===== config.mk =====
export PLATFORM = sky130hd
export DESIGN_NAME = and3_gate
export DESIGN_NICKNAME = d
export VERILOG_FILES = /design/src/rtl/and3_gate_pkg.sv /design/src/rtl/and3_sat_counter.sv /design/src/rtl/and3_gate.sv
export SDC_FILE = /design/constraint.sdc
export NUM_CORES = 1
export LEC_CHECK = 0
export ABC_AREA = 1
export CAP_MARGIN = 20
export CORE_MARGIN = 8
export CORE_UTILIZATION = 54
export CTS_BUF_LIST = sky130_fd_sc_hd__clkbuf_2 sky130_fd_sc_hd__clkbuf_4 sky130_fd_sc_hd__clkbuf_8
export DETAILED_ROUTE_END_ITERATION = 8
export PLACE_DENSITY_LB_ADDON = 0.08
export RECOVER_POWER = 100
export SYNTH_ARGS = -nofsm -noshare
export SYNTH_HDL_FRONTEND = slang
export SYNTH_SLANG_ARGS = --single-unit

===== constraint.sdc =====
create_clock -name clk -period 2.2 [get_ports clk]
set_clock_uncertainty 0.2 [all_clocks]
set_input_delay 0.44 -clock clk [delete_from_list [all_inputs] [get_ports clk]]
set_output_delay 0.44 -clock clk [all_outputs]
set_load 0.01 [all_outputs]

===== src/rtl/and3_gate_pkg.sv =====
// Shared defaults and helpers for the three-input AND block.
// Counter widths above 64 are not supported by the helper.
package and3_gate_pkg;

  localparam int WIDTH_DEF = 1;
  localparam int CNT_W_DEF = 16;

  // Saturating increment: holds at max_val instead of wrapping.
  function automatic logic [63:0] sat_inc(input logic [63:0] val, input logic [63:0] max_val);
    logic [63:0] res;
    if (val >= max_val) begin
      res = max_val;
    end else begin
      res = val + 64'd1;
    end
    return res;
  endfunction

endpackage


===== src/rtl/and3_sat_counter.sv =====
// Saturating event counter; counts clock edges where inc is high.
// Clears asynchronously on rst_n low.
module and3_sat_counter
  import and3_gate_pkg::*;
#(
  parameter int CNT_W = CNT_W_DEF
) (
  input  logic             clk,
  input  logic             rst_n,
  input  logic             inc,
  output logic [CNT_W-1:0] cnt
);

  // For CNT_W == 64 the shift yields zero, so the subtraction gives all ones.
  localparam logic [63:0] CNT_MAX = (64'd1 << CNT_W) - 64'd1;

  logic [CNT_W-1:0] r_cnt;
  logic [CNT_W-1:0] w_cnt_next;

  assign w_cnt_next = CNT_W'(sat_inc(64'(r_cnt), CNT_MAX));

  // Count register, held when inc is low.
  always_ff @(posedge clk or negedge rst_n) begin
    if (!rst_n) begin
      r_cnt <= '0;
    end else if (inc) begin
      r_cnt <= w_cnt_next;
    end else begin
      r_cnt <= r_cnt;
    end
  end

  assign cnt = r_cnt;

endmodule


===== src/rtl/and3_gate.sv =====
// Bitwise three-input AND with registered copy, rising-edge detect,
// all-ones flag and a saturating count of all-ones cycles.
module and3_gate
  import and3_gate_pkg::*;
#(
  parameter int WIDTH   = WIDTH_DEF,
  parameter bit OUT_REG = 1'b0,
  parameter int CNT_W   = CNT_W_DEF
) (
  input  logic             clk,
  input  logic             rst_n,
  input  logic [WIDTH-1:0] x,
  input  logic [WIDTH-1:0] y,
  input  logic [WIDTH-1:0] v,
  output logic [WIDTH-1:0] z,
  output logic [WIDTH-1:0] z_q,
  output logic [WIDTH-1:0] rise,
  output logic             all_ones,
  output logic [CNT_W-1:0] hit_cnt
);

  logic [WIDTH-1:0] w_r;
  logic [WIDTH-1:0] r_z_q;
  logic [WIDTH-1:0] r_rise;
  logic             r_all_ones;

  assign w_r = x & y & v;

  // r_z_q doubles as the previous-r register for edge detection.
  always_ff @(posedge clk or negedge rst_n) begin
    if (!rst_n) begin
      r_z_q      <= '0;
      r_rise     <= '0;
      r_all_ones <= 1'b0;
    end else begin
      r_z_q      <= w_r;
      r_rise     <= w_r & ~r_z_q;
      r_all_ones <= &w_r;
    end
  end

  and3_sat_counter #(
    .CNT_W(CNT_W)
  ) u_hit_cnt (
    .clk  (clk),
    .rst_n(rst_n),
    .inc  (r_all_ones),
    .cnt  (hit_cnt)
  );

  generate
    if (OUT_REG) begin : g_z_reg
      assign z = r_z_q;
    end else begin : g_z_comb
      assign z = w_r;
    end
  endgenerate

  assign z_q      = r_z_q;
  assign rise     = r_rise;
  assign all_ones = r_all_ones;

endmodule


==> results of run 1 <==
cells by family (layout without fill, tap and decap cells):
kind of cell	after synthesis	count (layout)	share of synthesized area (%)
AO/OA/AOI/OAI	5	5	2.66
adder cells (fa/ha/maj)	1	1	1.21
buffers and inverters	20	48	8.35
AND/OR/NAND/NOR	80	80	40.8
XOR/XNOR	4	4	3.39
flip-flops	18	18	43.6
layer usage:
metal | vias to the layer above | routed length (um) | global-route usage [%]
met2 | 27 | 1180 | 27.7
met1 | 435 | 1070 | 17.1
li1 | 472 | - | -
met5 | - | 0 | 0
met4 | 0 | 38 | 7.82
met3 | 5 | 128 | 3.01
cell usage after synthesis (all sizes together):
master | instances | area share, %
nand2 | 34 | 13
inv | 18 | 6.5
o21bai | 1 | 0.73
dfrtp | 18 | 44
buf | 2 | 1.8
nor3 | 3 | 2.4
nand3b | 4 | 2.9
nand3 | 21 | 13
or2 | 2 | 1.2
o21ai | 4 | 1.9
xor2 | 3 | 2.5
xnor2 | 1 | 0.85
nand4 | 2 | 1.8
ha | 1 | 1.2
nor4 | 1 | 0.61
nor2 | 13 | 5.4
worst register-to-register path: stages, from the launching register on:
cell     delay, ns
dfrtp_1       0.43
ha_1          0.22
nand4_1       0.18
nor2_1        0.29
nand3_2       0.37
nand3_1       0.21
cell type report:
cell class                 instances  area [um2]
clock buffer                       4        36.3
inverter                          18        67.6
multi-input combinational         90         460
sequential                        18         450
fill                             181         583
tap                               27        33.8
timing repair buffer              26         250
power by group:
group / leakage, nW / switching, mW / internal, mW
clock network: 0.0210 / 0.105 / 0.101
registers: 0.245 / 0.0435 / 0.359
logic: 0.418 / 0.0691 / 0.0756
total: 0.685 / 0.218 / 0.536
layout by cell type (no fill, tap or decap):
cell type / synthesis / final
nand2_1: 31 / 31
dlygate4sd3_1: 0 / 20
nand3_1: 16 / 19
inv_1: 18 / 18
dfrtp_1: 18 / 18
nor2_1: 12 / 13
nand3b_1: 4 / 4
o21ai_0: 4 / 4
nand2_2: 3 / 3
xor2_1: 3 / 3
clkbuf_4: 0 / 3
clkdlybuf4s50_1: 0 / 3
or2_2: 2 / 2
nand4_1: 1 / 2
nor3_2: 2 / 2
nand3_2: 4 / 2
nor3_1: 1 / 1
nor4_1: 1 / 1
xnor2_1: 1 / 1
o21bai_1: 1 / 1
ha_1: 1 / 1
clkbuf_8: 0 / 1
dlygate4sd2_1: 0 / 1
buf_4: 1 / 1
clkbuf_1: 0 / 1
worst min-delay path by stage:
stage                                     to  depth (start not counted)                          start  slack, ns
4_1_cts         u_hit_cnt.cnt[0]$_DFFE_PN0P_                          2                          rst_n       0.26
5_1_grt        u_hit_cnt.cnt[14]$_DFFE_PN0P_                          2  u_hit_cnt.cnt[14]$_DFFE_PN0P_       0.41
3_5_place_dp   u_hit_cnt.cnt[14]$_DFFE_PN0P_                          2  u_hit_cnt.cnt[14]$_DFFE_PN0P_       0.32
3_3_place_gp   u_hit_cnt.cnt[14]$_DFFE_PN0P_                          2  u_hit_cnt.cnt[14]$_DFFE_PN0P_       0.31
2_1_floorplan                 rise$_DFF_PN0_                          0                          rst_n      -0.06
6_report       u_hit_cnt.cnt[14]$_DFFE_PN0P_                          2  u_hit_cnt.cnt[14]$_DFFE_PN0P_       0.33
flip-flops by register name, summed over array words and instances, names as in the netlist:
| signal | cells |
|---|---|
| u_hit_cnt.cnt | 16 |
| z_q | 1 |
| rise | 1 |
==> impl_metrics.csv, run 1 <==
group,metric,value,unit
worst_setup_path,worst_path_dominant_cell_family,"buffers and inverters",
routing,avgViaCountPerCell,5.13,
sta,hold_slack,0.332,ns
cts,clk_pin_slew,0.10,ns
finish,antenna_cells,0,
routing,ant_nets,0,
synthesis,ys_ff_latch,18,
grt,grt.overflow.total,0,
synthesis,avgSynthCellArea,8.07,um2
power_and_ir_drop,power.leakage,0.685,nW
finish,nets,163,
cts,ctsResizeCount,1,
worst_setup_path,crit_end,"z",
power_and_ir_drop,powerDensity,580,nW/um2
synthesis,yosysSeqAreaShare,43.6,%
hold_path,hp-class,"flip-flop to flip-flop",
placement,portBuffers,24,
finish,final_cell_area,1300,um2
die,io_pins,25,
sta,finalHoldViolCount,0,
power_and_ir_drop,vdd_drop_max,419,uV
routing,wl,2420,um
sta,setup_violations,0,
routing,avgRoutedWirePerCell,13.2,um
die,die_w,59.7,um
synthesis,syn_area,1030,um2
worst_setup_path,cp_num_cells,4,
worst_setup_path,worst_setup_path_start_kind,"input pin",
worst_setup_path,reg2reg_depth,5,
sta,fmax,478,MHz
cts,htreeDepth,1,
worst_setup_path,r2r_setup_slack,0.23,ns
worst_setup_path,slowest_delay,0.45,ns
sta,period_minus_slack,2.09,ns
routing,drt_first_iter_violations,18,
placement,hpwl,1850,um
routing,vias,939,
cts,clockBufferDepth,2,
worst_setup_path,r2r_start,"u_hit_cnt.cnt[0]$_DFFE_PN0P_",
die,die_h,59.7,um
worst_setup_path,worstSetupStartpoint,"y",
worst_setup_path,crit_arrival,1.45,ns
finish,utilization,69.0,%
synthesis,syn_inst,128,
grt,grt_pass1_vias,997,
sta,worst_pin_slew,0.983,ns
die,core_area,1880,um2
sta,fin_setup_tns,0,ns
grt,grt_pass1_wl,4220,um
cts,cts_root_buffer,"clkbuf_4",
grt,grt_max_degree,19,
worst_setup_path,end_kind,"output port",
sta,max_slew_margin,34.5,%
worst_setup_path,cp_max_fo,2,
finish,drive_gt1_share,8.97,%
cts,cts_num_sinks,18,
placement,post-place-ws,-0.200,ns
grt,grt_usage,15.6,%
worst_setup_path,worstPathCellList,"clkdlybuf4s50_1, inv_1, nor3_1, dlygate4sd2_1",
sta,final.period_utilization,95.1,%
flow_run,maxCapViolCount,0,
sta,maxSlewViolCount,0,
cts,insertion_delay,0.30,ns
synthesis,synth_warnings,0,
power_and_ir_drop,power.total,0.753,mW
grt,antenna_found_initial,0,
worst_setup_path,worstSetupPathType,"input pin to output port",
placement,place.gp.congestion,0.817,
die,start_util,54.9,%
routing,drc,0,
cts,cts_hold_buffers,0,
sta,setup_slack,0.107,ns
finish,final_cells,183,
synthesis,synth_nets,134,
worst_setup_path,required,1.56,ns
cts,postCtsSetupRepairBufs,0,
routing,drtPass1Iterations,4,
worst_setup_path,crit_path_top_delay_cell,"clkdlybuf4s50_1",
sta,rsz0062_at_grt,"false",
synthesis,synth.distinct_cells,23,
die,dieArea,3570,um2
finish,area_growth,25.7,%
placement,numPlacedInstances,179,
run_status,status,"complete, no violations",
cts,cts_tree,"yes",
cts,cts_buffers,3,
worst_setup_path,crit_buf_inv,3,
placement,place_area,1300,um2
die,placement_rows,16,
worst_setup_path,r2r_end,"u_hit_cnt.cnt[6]$_DFFE_PN0P_",
Note: power is estimated with default switching activity, not from simulation.
==> inputs of run 2 (changes only) <==
- SKIP_CTS_REPAIR_TIMING: unset -> 1
==> run 2 against run 1 <==
Net effect:
- first-iteration DRC count is 17% higher
- critical path type is now flip-flop to output port
- total power about the same
- worst hold slack is essentially flat
- cell area hardly changed
==> impl_metrics.csv, run 2 (synthesis gave the netlist of run 1 again) <==
group,metric,value,unit
run_status,status,"complete, no violations",
routing,drt_first_iter_violations,21,
hold_path,hold_depth,2,
worst_setup_path,cp_max_fo,9,
sta,max_slew_margin,34.7,%
placement,numPlacedInstances,179,
worst_setup_path,required,1.56,ns
cts,cts_root_buffer,"clkbuf_4",
cts,cts_buffers,3,
die,placement_rows,16,
placement,portBuffers,24,
cts,cts_num_sinks,18,
cts,htreeDepth,1,
worst_setup_path,reg2reg_depth,5,
routing,drc,0,
hold_path,min_to,"u_hit_cnt.cnt[14]$_DFFE_PN0P_",
worst_setup_path,r2r_setup_slack,0.27,ns
finish,area_growth,25.8,%
worst_setup_path,r2r_start,"u_hit_cnt.cnt[0]$_DFFE_PN0P_",
routing,wl,2390,um
grt,grt_max_degree,19,
worst_setup_path,worstSetupPathType,"flip-flop to output port",
sta,fmax,477,MHz
die,die_w,59.7,um
finish,antenna_cells,0,
power_and_ir_drop,vdd_drop_max,417,uV
grt,grt_pass1_vias,997,
grt,antenna_found_initial,0,
finish,final_cell_mix,"nand2_1, dlygate4sd3_1, nand3_1",
sta,maxSlewViolCount,0,
worst_setup_path,slowest_delay,0.66,ns
sta,setup_violations,0,
hold_path,min-delay-start,"u_hit_cnt.cnt[14]$_DFFE_PN0P_",
grt,grt_pass1_wl,4220,um
placement,hpwl,1850,um
routing,avgViaCountPerCell,5.15,
cts,cts_tree,"yes",
die,core_area,1880,um2
worst_setup_path,crit_buf_inv,1,
finish,largest_register_ff_count,16,
sta,hold_slack,0.332,ns
worst_setup_path,worst_path_dominant_cell_family,"buffers and inverters",
power_and_ir_drop,powerDensity,579,nW/um2
sta,worst_pin_slew,0.980,ns
power_and_ir_drop,power.leakage,0.690,nW
grt,grt.overflow.total,0,
finish,drive_gt1_share,9.62,%
cts,insertion_delay,0.29,ns
finish,utilization,69.1,%
worst_setup_path,worstPathCellList,"dlygate4sd3_1",
routing,drtPass1Iterations,4,
finish,nets,163,
cts,clockBufferDepth,2,
grt,grt_usage,15.6,%
routing,ant_nets,0,
sta,final.period_utilization,95.4,%
worst_setup_path,end_kind,"output port",
sta,period_minus_slack,2.10,ns
finish,final_common_cell,"nand2_1",
worst_setup_path,worst_setup_path_start_kind,"flip-flop",
sta,rsz0062_at_grt,"false",
worst_setup_path,crit_path_top_delay_cell,"dlygate4sd3_1",
cts,clk_pin_slew,0.10,ns
finish,fillers,180,
flow_run,maxCapViolCount,0,
routing,avgRoutedWirePerCell,13.1,um
finish,final_cells,183,
die,io_pins,25,
hold_path,hp-class,"flip-flop to flip-flop",
routing,vias,942,
worst_setup_path,crit_arrival,1.46,ns
die,die_h,59.7,um
placement,place.gp.congestion,0.817,
sta,fin_setup_tns,0,ns
die,dieArea,3570,um2
die,start_util,54.9,%
worst_setup_path,r2r_end,"u_hit_cnt.cnt[6]$_DFFE_PN0P_",
sta,finalHoldViolCount,0,
run 2: changes by cell type in the layout (fill, tap and decap cells not counted):
cell / change
clkdlybuf4s50_1: -2
dlygate4sd3_1: +2
clkbuf_1: +1
dlygate4sd2_1: -1
nand4_1: -1
nand4_2: +1
run 2: stage by stage:
stage          total power, mW  cell area [um2]  setup slack, ns
3_5_place_dp             0.576             1300           -0.200
5_1_grt                  0.794             1300           0.0498
4_1_cts                  0.779             1340           -0.209
2_1_floorplan            0.479             1030            0.661
6_report                 0.753             1300            0.102
3_3_place_gp             0.565             1300           -0.175
run 2: per-layer routing:
metal	routed length [um]	GRT usage [%]	up-vias
li1	-	-	470
met1	1050	17.1	438
met2	1180	27.7	29
met3	123	3.01	5
met4	38	7.82	0
met5	0	0	-
run 2: final cells by class:
cell class / instances / area [um2] / share of cell area, %
Multi-Input combinational cell: 90 / 467 / 35.9
Sequential cell: 18 / 450 / 34.6
Timing Repair Buffer: 26 / 245 / 18.9
Inverter: 18 / 67.6 / 5.20
Clock buffer: 4 / 36.3 / 2.79
Tap cell: 27 / 33.8 / 2.60
run 2: worst reg2reg max path, delay by kind of cell (launching register included):
family | cells | cell delay, ns
adders and majority gates | 1 | 0.24
DFF | 1 | 0.43
and+or+nand+nor | 4 | 1.00
run 2: report_power, final:
part / leakage, nW / total [mW] / internal (mW) / switching, mW
Sequential: 0.245 / 0.403 / 0.359 / 0.0444
Combinational: 0.424 / 0.145 / 0.0751 / 0.0698
Clock: 0.0210 / 0.205 / 0.101 / 0.104
Total: 0.690 / 0.753 / 0.535 / 0.218
run 2: worst max-delay path by stage:
| stage | startpoint | end | slack [ns] | cells past startpoint |
|---|---|---|---|---|
| floorplan | u_hit_cnt.cnt[1]$_DFFE_PN0P_ | u_hit_cnt.cnt[7]$_DFFE_PN0P_ | 0.66 | 6 |
| global placement | y | z | -0.18 | 4 |
| detailed placement | y | z | -0.20 | 4 |
| CTS | y | z | -0.21 | 4 |
| global route | z_q$_DFF_PN0_ | z_q | 0.05 | 1 |
| finish | z_q$_DFF_PN0_ | z_q | 0.10 | 1 |
